**config.mk**
```make
export PLATFORM = sky130hd
export DESIGN_NAME = rob_dispatch
export DESIGN_NICKNAME = d
export VERILOG_FILES = /design/src/rtl/rob_pkg.sv /design/src/rtl/rob_dispatch_lane_compactor.sv /design/src/rtl/rob_dispatch.sv
export SDC_FILE = /design/constraint.sdc
export NUM_CORES = 1
export LEC_CHECK = 0
export BUFFER_PORTS_ARGS = -buffer_cell sky130_fd_sc_hd__buf_2
export CAP_MARGIN = 20
export CORE_UTILIZATION = 57
export CTS_BUF_LIST = sky130_fd_sc_hd__clkbuf_2
export DETAILED_ROUTE_END_ITERATION = 16
export PLACE_DENSITY = 0.89
export SYNTH_ARGS = -nofsm -noshare
export SYNTH_HDL_FRONTEND = slang
export SYNTH_SLANG_ARGS = --single-unit
```
**constraint.sdc**
```tcl
create_clock -name clk -period 11.4 [get_ports clk]
set_input_delay 1.14 -clock clk [delete_from_list [all_inputs] [get_ports clk]]
set_output_delay 1.14 -clock clk [all_outputs]
set_load 0.1 [all_outputs]
```
**src/rtl/rob_pkg.sv**
```systemverilog
// Shared widths, uop record, dispatch FSM states and the lane-count thermometer helper
// for the 4-way ROB insert path.
package rob_pkg;

  localparam int ROB_DEPTH = 128;
  localparam int ROB_IDX_W = $clog2(ROB_DEPTH);
  localparam int ARCH_W    = 5;
  localparam int PHYS_W    = 8;
  localparam int OPC_W     = 11;
  localparam int LANES     = 4;
  localparam int MAX_OCC   = 125;
  localparam int OCC_W     = 8;
  localparam int CNT_W     = 3;

  typedef logic [ROB_IDX_W-1:0] rob_idx_t;

  typedef struct packed {
    logic [ARCH_W-1:0] arch;
    logic [PHYS_W-1:0] phys;
    logic [OPC_W-1:0]  opcode;
  } rob_uop_t;

  typedef enum logic [1:0] {
    RUN     = 2'd0,
    STALL   = 2'd1,
    RECOVER = 2'd2
  } dispatch_state_e;

  function automatic logic [LANES-1:0] thermometer(input logic [CNT_W-1:0] n);
    case (n)
      3'd0:    return 4'b0000;
      3'd1:    return 4'b0001;
      3'd2:    return 4'b0011;
      3'd3:    return 4'b0111;
      default: return 4'b1111;
    endcase
  endfunction

endpackage

```
**src/rtl/rob_dispatch_lane_compactor.sv**
```systemverilog
// Combinational pack of the valid lanes into the low lanes (order preserved), with the
// popcount and matching thermometer mask. Zero latency, no flow control of its own.
module lane_compactor
  import rob_pkg::*;
(
  input  logic     [LANES-1:0] valid,
  input  rob_uop_t [LANES-1:0] uop_in,
  output rob_uop_t [LANES-1:0] uop_out,
  output logic     [CNT_W-1:0] cnt,
  output logic     [LANES-1:0] mask
);

  logic [CNT_W-1:0] pos;

  always_comb begin
    uop_out = '0;
    pos     = '0;
    for (int i = 0; i < LANES; i++) begin
      if (valid[i]) begin
        uop_out[pos[1:0]] = uop_in[i];
        pos               = pos + CNT_W'(1);
      end
    end
    cnt  = pos;
    mask = thermometer(pos);
  end

endmodule

```
**src/rtl/rob_dispatch.sv**
```systemverilog
// Producer side of the 4-way ROB insert: compacts renamed uops into one registered bundle
// (1-cycle latency), tracks tail/occupancy, and holds the bundle while the ROB cannot take it.
module rob_dispatch
  import rob_pkg::*;
(
  input  logic        clk,
  input  logic        reset,
  input  logic [3:0]  dec_valid,
  input  logic [19:0] dec_arch,
  input  logic [31:0] dec_phys,
  input  logic [43:0] dec_opcode,
  output logic        dec_ready,
  input  logic        rob_full,
  input  logic [2:0]  num_commited,
  input  logic        recover,
  input  logic [6:0]  recover_tail,
  input  logic [7:0]  recover_occ,
  output logic [3:0]  inserted,
  output logic [19:0] archReg,
  output logic [31:0] physReg,
  output logic [43:0] opcode,
  output logic [27:0] rob_idx,
  output logic [7:0]  occupancy
);

  rob_uop_t [LANES-1:0] dec_uop;
  rob_uop_t [LANES-1:0] pack_uop;
  rob_uop_t [LANES-1:0] held_uop;
  logic [CNT_W-1:0]     pack_cnt;
  logic [CNT_W-1:0]     cnt_held;
  logic [LANES-1:0]     pack_mask;
  logic [LANES-1:0]     mask_held;
  dispatch_state_e      state;
  rob_idx_t             tail;
  logic [OCC_W-1:0]     occ;
  logic [OCC_W-1:0]     occ_after;
  logic                 out_valid;
  logic                 fire;
  logic                 accept;

  for (genvar k = 0; k < LANES; k++) begin : g_lane
    assign dec_uop[k] = '{arch:   dec_arch[ARCH_W*k +: ARCH_W],
                          phys:   dec_phys[PHYS_W*k +: PHYS_W],
                          opcode: dec_opcode[OPC_W*k +: OPC_W]};
    assign archReg[ARCH_W*k +: ARCH_W]       = held_uop[k].arch;
    assign physReg[PHYS_W*k +: PHYS_W]       = held_uop[k].phys;
    assign opcode[OPC_W*k +: OPC_W]          = held_uop[k].opcode;
    assign rob_idx[ROB_IDX_W*k +: ROB_IDX_W] = tail + rob_idx_t'(k);
  end

  lane_compactor u_compactor (
    .valid   (dec_valid),
    .uop_in  (dec_uop),
    .uop_out (pack_uop),
    .cnt     (pack_cnt),
    .mask    (pack_mask)
  );

  // Occupancy the ROB would reach if the held bundle went in this cycle.
  assign occ_after = occ - OCC_W'(num_commited) + OCC_W'(cnt_held);

  assign fire = out_valid & ~rob_full & (occ_after <= OCC_W'(MAX_OCC))
              & (state != RECOVER) & ~recover & ~reset;

  assign dec_ready = (state == RUN) & (~out_valid | fire) & ~recover & ~reset;
  assign accept    = dec_ready & (|dec_valid);
  assign inserted  = fire ? mask_held : '0;
  assign occupancy = occ;

  always_ff @(posedge clk) begin
    if (reset) begin
      state     <= RUN;
      tail      <= '0;
      occ       <= '0;
      out_valid <= 1'b0;
      cnt_held  <= '0;
      mask_held <= '0;
      held_uop  <= '0;
    end else if (recover) begin
      state     <= RECOVER;
      tail      <= recover_tail;
      occ       <= recover_occ;
      out_valid <= 1'b0;
    end else begin
      occ <= occ + (fire ? OCC_W'(cnt_held) : '0) - OCC_W'(num_commited);
      if (fire) tail <= tail + rob_idx_t'(cnt_held);

      if (accept) begin
        out_valid <= 1'b1;
        held_uop  <= pack_uop;
        cnt_held  <= pack_cnt;
        mask_held <= pack_mask;
      end else if (fire) begin
        out_valid <= 1'b0;
      end

      case (state)
        RUN:     if (out_valid && !fire) state <= STALL;
        STALL:   if (fire) state <= RUN;
        default: state <= RUN;
      endcase
    end
  end

  // The ROB can only retire what is resident, and inserts never push past the full threshold.
  a_commit_le_occ: assert property (@(posedge clk) disable iff (reset || recover)
                                    OCC_W'(num_commited) <= occ);
  a_occ_le_max:    assert property (@(posedge clk) disable iff (reset)
                                    occ <= OCC_W'(MAX_OCC));

endmodule

```
# [Word-level counts from Yosys, hierarchy flattened]
# Cells that the tools add are included.
[classes] mux=29 bitwise=14 n_eq_ne=9 order_cmp=7 reduce_logical=14 n_addsub=11
[ops] cell="bitwise mux 96 bit" n=3
[ops] cell="two-way mux 96 bit" n=3
[ops] cell="demux 24 bit (select 2 bit)" n=3
[ops] cell="two-way mux 24 bit" n=4
[ops] cell="adder 8 x 3 -> 8 bit" n=2
[ops] cell="case mux 4 bit (4 select lines)" n=1
[ops] cell="subtractor 8 x 3 -> 8 bit" n=2
[ops] cell="adder 7 x 2 -> 7 bit (second input constant)" n=2
[ops] cell="two-way mux 7 bit" n=2
[ops] cell="two-way mux 3 bit" n=4
[ops] cell="bitwise AND 1 bit" n=9
[ops] cell="less-or-equal comparator 8 x 7 -> 1 bit (second input constant)" n=1
[ops] cell="two-way mux 8 bit" n=1
[ops] cell="adder 7 x 1 -> 7 bit (second input constant)" n=1
[ops] cell="adder 7 x 3 -> 7 bit" n=1
[ops] cell="adder 3 x 1 -> 3 bit (second input constant)" n=2
[ops] cell="equality test 3 x 2 -> 1 bit (second input constant)" n=2
[ops] cell="less-than comparator 2 x 3 -> 1 bit (second input constant)" n=2
[ops] cell="two-way mux 2 bit" n=3
[ops] cell="AND reduction 2 bit" n=3
[ops] cell=">= comparator 2 x 1 -> 1 bit (second input constant)" n=2
[ops] cell="logical AND 1 bit" n=4
[ops] cell="two-way mux 4 bit" n=1
[ops] cell="!= test 2 bit (second input constant)" n=2
[ops] cell="18 further kinds" n=24
[word_totals] reg_bits=121 wordCells=103 input_bits=122 out_inout_bits=137

# [Longest topological paths before layout]
[depth] word_depth=13 depth_mapped=23 mapped_depth_nobuf=22

# [Cells and area by module]
# Synthesis repeated with hierarchy kept, for this count alone.
[unflattened] cells_unflattened=889 hier_area_um2=7830.0
[modules_own_cells] mod="rob_dispatch" instances=1 area_each_um2=5893.2 seq_area_each_um2=2422.3 cells_each=575
[modules_own_cells] mod="lane_compactor" instances=1 area_each_um2=1936.9 seq_area_each_um2=0.0 cells_each=314

# [Worst setup path before layout]
# Ideal clock, no wire load.
[synth_path] path_kind="reg-to-output" startpoint="register occ[1] (netlist: occupancy[1])" endpoint="output dec_ready" t_required_ps=10260 t_arrival_ps=7804 path_slack_ps=2456 n_path_buf=1 stages_incl_launch_ff=11 path_cell_list="dfxtp_1 -> inv_1 -> fa_1 -> inv_1 -> ha_1 -> a211oi_1 -> o21ai_0 -> nand3_1 -> o2111ai_1 -> buf_2 -> a2111oi_0"
[synth_via] elab_chain_cells=11
[synth_rtl] item="start, declared" line_no="rob_dispatch.sv:35" rtl="logic [OCC_W-1:0] occ;"
[synth_rtl] item="start signal, assigned" line_no="rob_dispatch.sv:82" rtl="occ <= recover_occ;"
[synth_rtl] item="start signal, assigned" line_no="rob_dispatch.sv:85" rtl="occ <= occ + (fire ? OCC_W'(cnt_held) : '0) - OCC_W'(num_commited);"
[synth_rtl] item="subtractor 8 x 3 -> 8 bit" line_no="rob_dispatch.sv:60" rtl="assign occ_after = occ - OCC_W'(num_commited) + OCC_W'(cnt_held);"
[synth_rtl] item="adder 8 x 3 -> 8 bit" line_no="rob_dispatch.sv:60"
[synth_rtl] item="less-or-equal comparator 8 x 7 -> 1 bit" line_no="rob_dispatch.sv:62" rtl="assign fire = out_valid & ~rob_full & (occ_after <= OCC_W'(MAX_OCC))"
[synth_rtl] item="bitwise AND 1 bit" line_no="rob_dispatch.sv:62"
[synth_rtl] item="bitwise AND 1 bit (3 in series)" line_no="rob_dispatch.sv:63" rtl="& (state != RECOVER) & ~recover & ~reset;"
[synth_rtl] item="OR 1 bit" line_no="rob_dispatch.sv:65" rtl="assign dec_ready = (state == RUN) & (~out_valid | fire) & ~recover & ~reset;"
[synth_rtl] item="bitwise AND 1 bit (3 in series)" line_no="rob_dispatch.sv:65"
[synth_rtl] item="end, declared" line_no="rob_dispatch.sv:12" rtl="output logic dec_ready,"
# No other way between the ends.

# [Worst setup path after layout]
[layout_path] startpoint="input num_commited[1]" endpoint="output dec_ready"
[layout_via] elab_chain_cells=11
[layout_rtl] item="start, declared" line_no="rob_dispatch.sv:14" rtl="input logic [2:0] num_commited,"
[layout_rtl] item="subtractor 8 x 3 -> 8 bit" line_no="rob_dispatch.sv:60"
[layout_rtl] item="adder 8 x 3 -> 8 bit" line_no="rob_dispatch.sv:60"
[layout_rtl] item="less-or-equal comparator 8 x 7 -> 1 bit" line_no="rob_dispatch.sv:62"
[layout_rtl] item="bitwise AND 1 bit" line_no="rob_dispatch.sv:62"
[layout_rtl] item="bitwise AND 1 bit (3 in series)" line_no="rob_dispatch.sv:63"
[layout_rtl] item="OR 1 bit" line_no="rob_dispatch.sv:65"
[layout_rtl] item="bitwise AND 1 bit (3 in series)" line_no="rob_dispatch.sv:65"
# No other way between the ends.

==> results.txt <==
worst path cell trace: buf_2 > fa_1 > inv_1 > ha_1 > a211oi_1 > o21ai_0 > nand3_1 > o2111ai_1 > buf_4 > a2111oi_0 > buf_2
Pleak: 0.00399 uW
detailed-route via count: 7406
PortBufs: 258
H-tree depth: 4
die footprint: 13700 um^2
r2r worst-path depth: 17
Die Wd: 117 um
RSZ-0062 raised after global routing: no
EDFF count, synth: 0
period utilization: 47.0%
starting DRC count in detailed routing: 907
post_cts resized: 0
detailed placer's ending HPWL: 15700 um
fin crit period: 5360 ps
setup violators final: 0
worst-case hold path end point: mask_held[3]
flop2flop setup slack: 6310 ps
Worst Path Max Fanout: 12
Worst-Margin Slew: 1140 ps
ant diodes: 0
Post-Syn Area per Cell: 8.78 um^2
Min-Delay Path Depth: 2
fin nets: 1232
Post-CTS Setup Bufs: 0
syn nets: 1018
Synth Register Bits: 121
total grt overflow: 0
setup tns final: 0 ps
Area contributors post-synth: dfxtp_1 32%, mux2i_1 12%, nand2b_1 7.6%, a22oi_1 7.1%, ha_1 4.5%
critical path endpoint category: output port
max_slew headroom: 23.9%
Most used DFF post-synth: dfxtp_1
CP max-delay cell: fa_1
pins over their slew limit: 0
slowest stage delay, CP: 590 ps
TritonCTS clock tree: yes
Final Wtd Congestion: 0.897
Worst Clk Skew: 33.8 ps
die height: 117 um
Buf/Inv on CP: 4
crit path kind: in2out
Synthesis Warnings: 0
outcome: finished clean
FF-to-FF End: occupancy[6]
clock sinks: 121
Worst-path clk slew: 160 ps
DR pass1 iterations: 6
Seq/Total Area, Yosys: 32.0%
final non-filler cell area: 8950 um^2
CORE AREA: 12800 um^2
Worst Hold Launch: mask_held[3]
first-pass GRT wire length: 34300 um
CP delay by family, top: compound AO/OA/AOI/OAI gates
largest net degree at the start of global routing: 102
worst min-delay path category: reg2reg
dpl cells: 1227
Data required, critical path: 10260 ps
clock root buffer: clkbuf_2
max frequency: 0.187 GHz
Max-Cap Viols: 0
Detail Route Antenna Nets: 0
VDD IR-drop max: 0.0878 mV
IO Count: 259
Post-synth ARST share: 0%
Yosys top cell area share: 32.0%
top cell type by total area after synthesis: dfxtp_1
CP arrival: 4220 ps
Post-DP Area: 8690 um^2
Total Routing Usage GR: 32.8%
count of different cell masters after synthesis: 55
Finished Layout Cells: 1261
Total Wirelength: 22700 um
area delta synth->final: 18.3%
most common cell in the netlist: dfxtp_1
worst setup path startpoint: num_commited[1]
clk buf depth: 2
WL per Instance: 18.0 um
share of layout cells above drive strength 1: 27.9%
initial core utilization: 59.2%
cts bufs inserted: 17
total power: 1270 uW
placement row count: 41
initial antenna violation count: 0
CP Launch Type: input pin
Post-Synthesis Cells: 862
vias per inst: 5.87
Worst-Skew Late Latency: 680 ps
vias in the first global route: 6739
list of most frequent post-synthesis cells: 121 x dfxtp_1, 92 x mux2i_1, 92 x nand2b_1
critical path's most frequent cell: buf_2
DR DRC count: 0
hold_buf cts: 0
Final Hold Fails: 0
post-synthesis cell area: 7570 um^2
pwr dens: 142 nW/um^2
Reg-to-Reg Start: cnt_held[1]
## stage by stage
stage	hold slack, ps	utilization (%)	setup WS [ps]
after detailed placement	451	68.0	5590
final	473	70.1	6040
after CTS	474	69.9	6050
after global routing	502	70.1	5800
after floorplan	438	-	2460
after global placement	448	68.0	5780
## layer usage
layer  GRT usage (%)  vias to the layer above  wire, um
met4            14.9                        0       717
li1                -                     3496         -
met3            8.19                       59      2220
met1            41.6                     3420      9380
met2            52.5                      431     10400
met5               0                        -         0
## worst reg2reg max path, cell delays in order (launching register included)
cell,delay [ps]
dfxtp_1,440
inv_1,140
fa_1,550
inv_1,60
ha_1,280
a211oi_1,350
o21ai_0,180
nand3_1,200
o2111a_1,510
nand2_1,130
fa_1,490
fa_1,480
nor2b_1,110
o21ai_0,100
a21boi_0,260
o21ai_0,140
a2111oi_0,470
a211o_1,160
## report_power, final
part | switching [uW] | total [uW] | internal [uW]
sequential | 19.1 | 469 | 450
combinational | 390 | 518 | 128
clock | 163 | 286 | 124
total | 572 | 1270 | 701
## kinds of logic after synthesis
family	count (synthesis)	synth area share, %
fa+ha+maj	34	6.32
simple gates	264	18.0
compound gates	209	19.6
buf+inv	110	7.90
xor+xnor	25	2.89
mux	99	13.2
flops	121	32.0
## worst max path at each step
stage / endpoint / slack, ps / cells after the start
finish: dec_ready / 6040 / 11
CTS: dec_ready / 6050 / 11
floorplan: dec_ready / 2460 / 10
global route: dec_ready / 5800 / 11
detailed placement: occupancy[6] / 5590 / 17
global placement: occupancy[6] / 5780 / 17
## state kept, by name, summed over array words and instances (netlist names)
register   flops
physReg       32
archReg       20
out_valid      1
occupancy      8
cnt_held       3
tail           7
mask_held      4
opcode        44
state          2
## cells in the final DEF, fill, tap and decap left out, types with 4 or more instances in the layout
cell type,instances
buf_2,258
dfxtp_1,121
nand2b_1,92
mux2i_1,92
a22oi_1,72
nor2_1,69
a21oi_1,61
inv_1,40
nor3_1,27
nand2_1,27
ha_1,27
a221oi_1,24
clkbuf_2,22
xnor2_1,16
nand3_1,11
o21ai_0,10
nor2b_1,10
xor2_1,9
and2_1,9
mux2_1,7
fa_1,7
o211ai_1,5
a21o_1,5
buf_4,5
a2111oi_0,4
a31oi_1,4
## area by class of cell
class,instances,area [um^2]
timing repair buffer,265,1360
fill,1045,3820
sequential,121,2420
inverter,40,150
multi-input combinational,631,4570
clock buffer,22,110
tap,172,215
clock inverter,10,126
(Power assumes the default switching activity.)
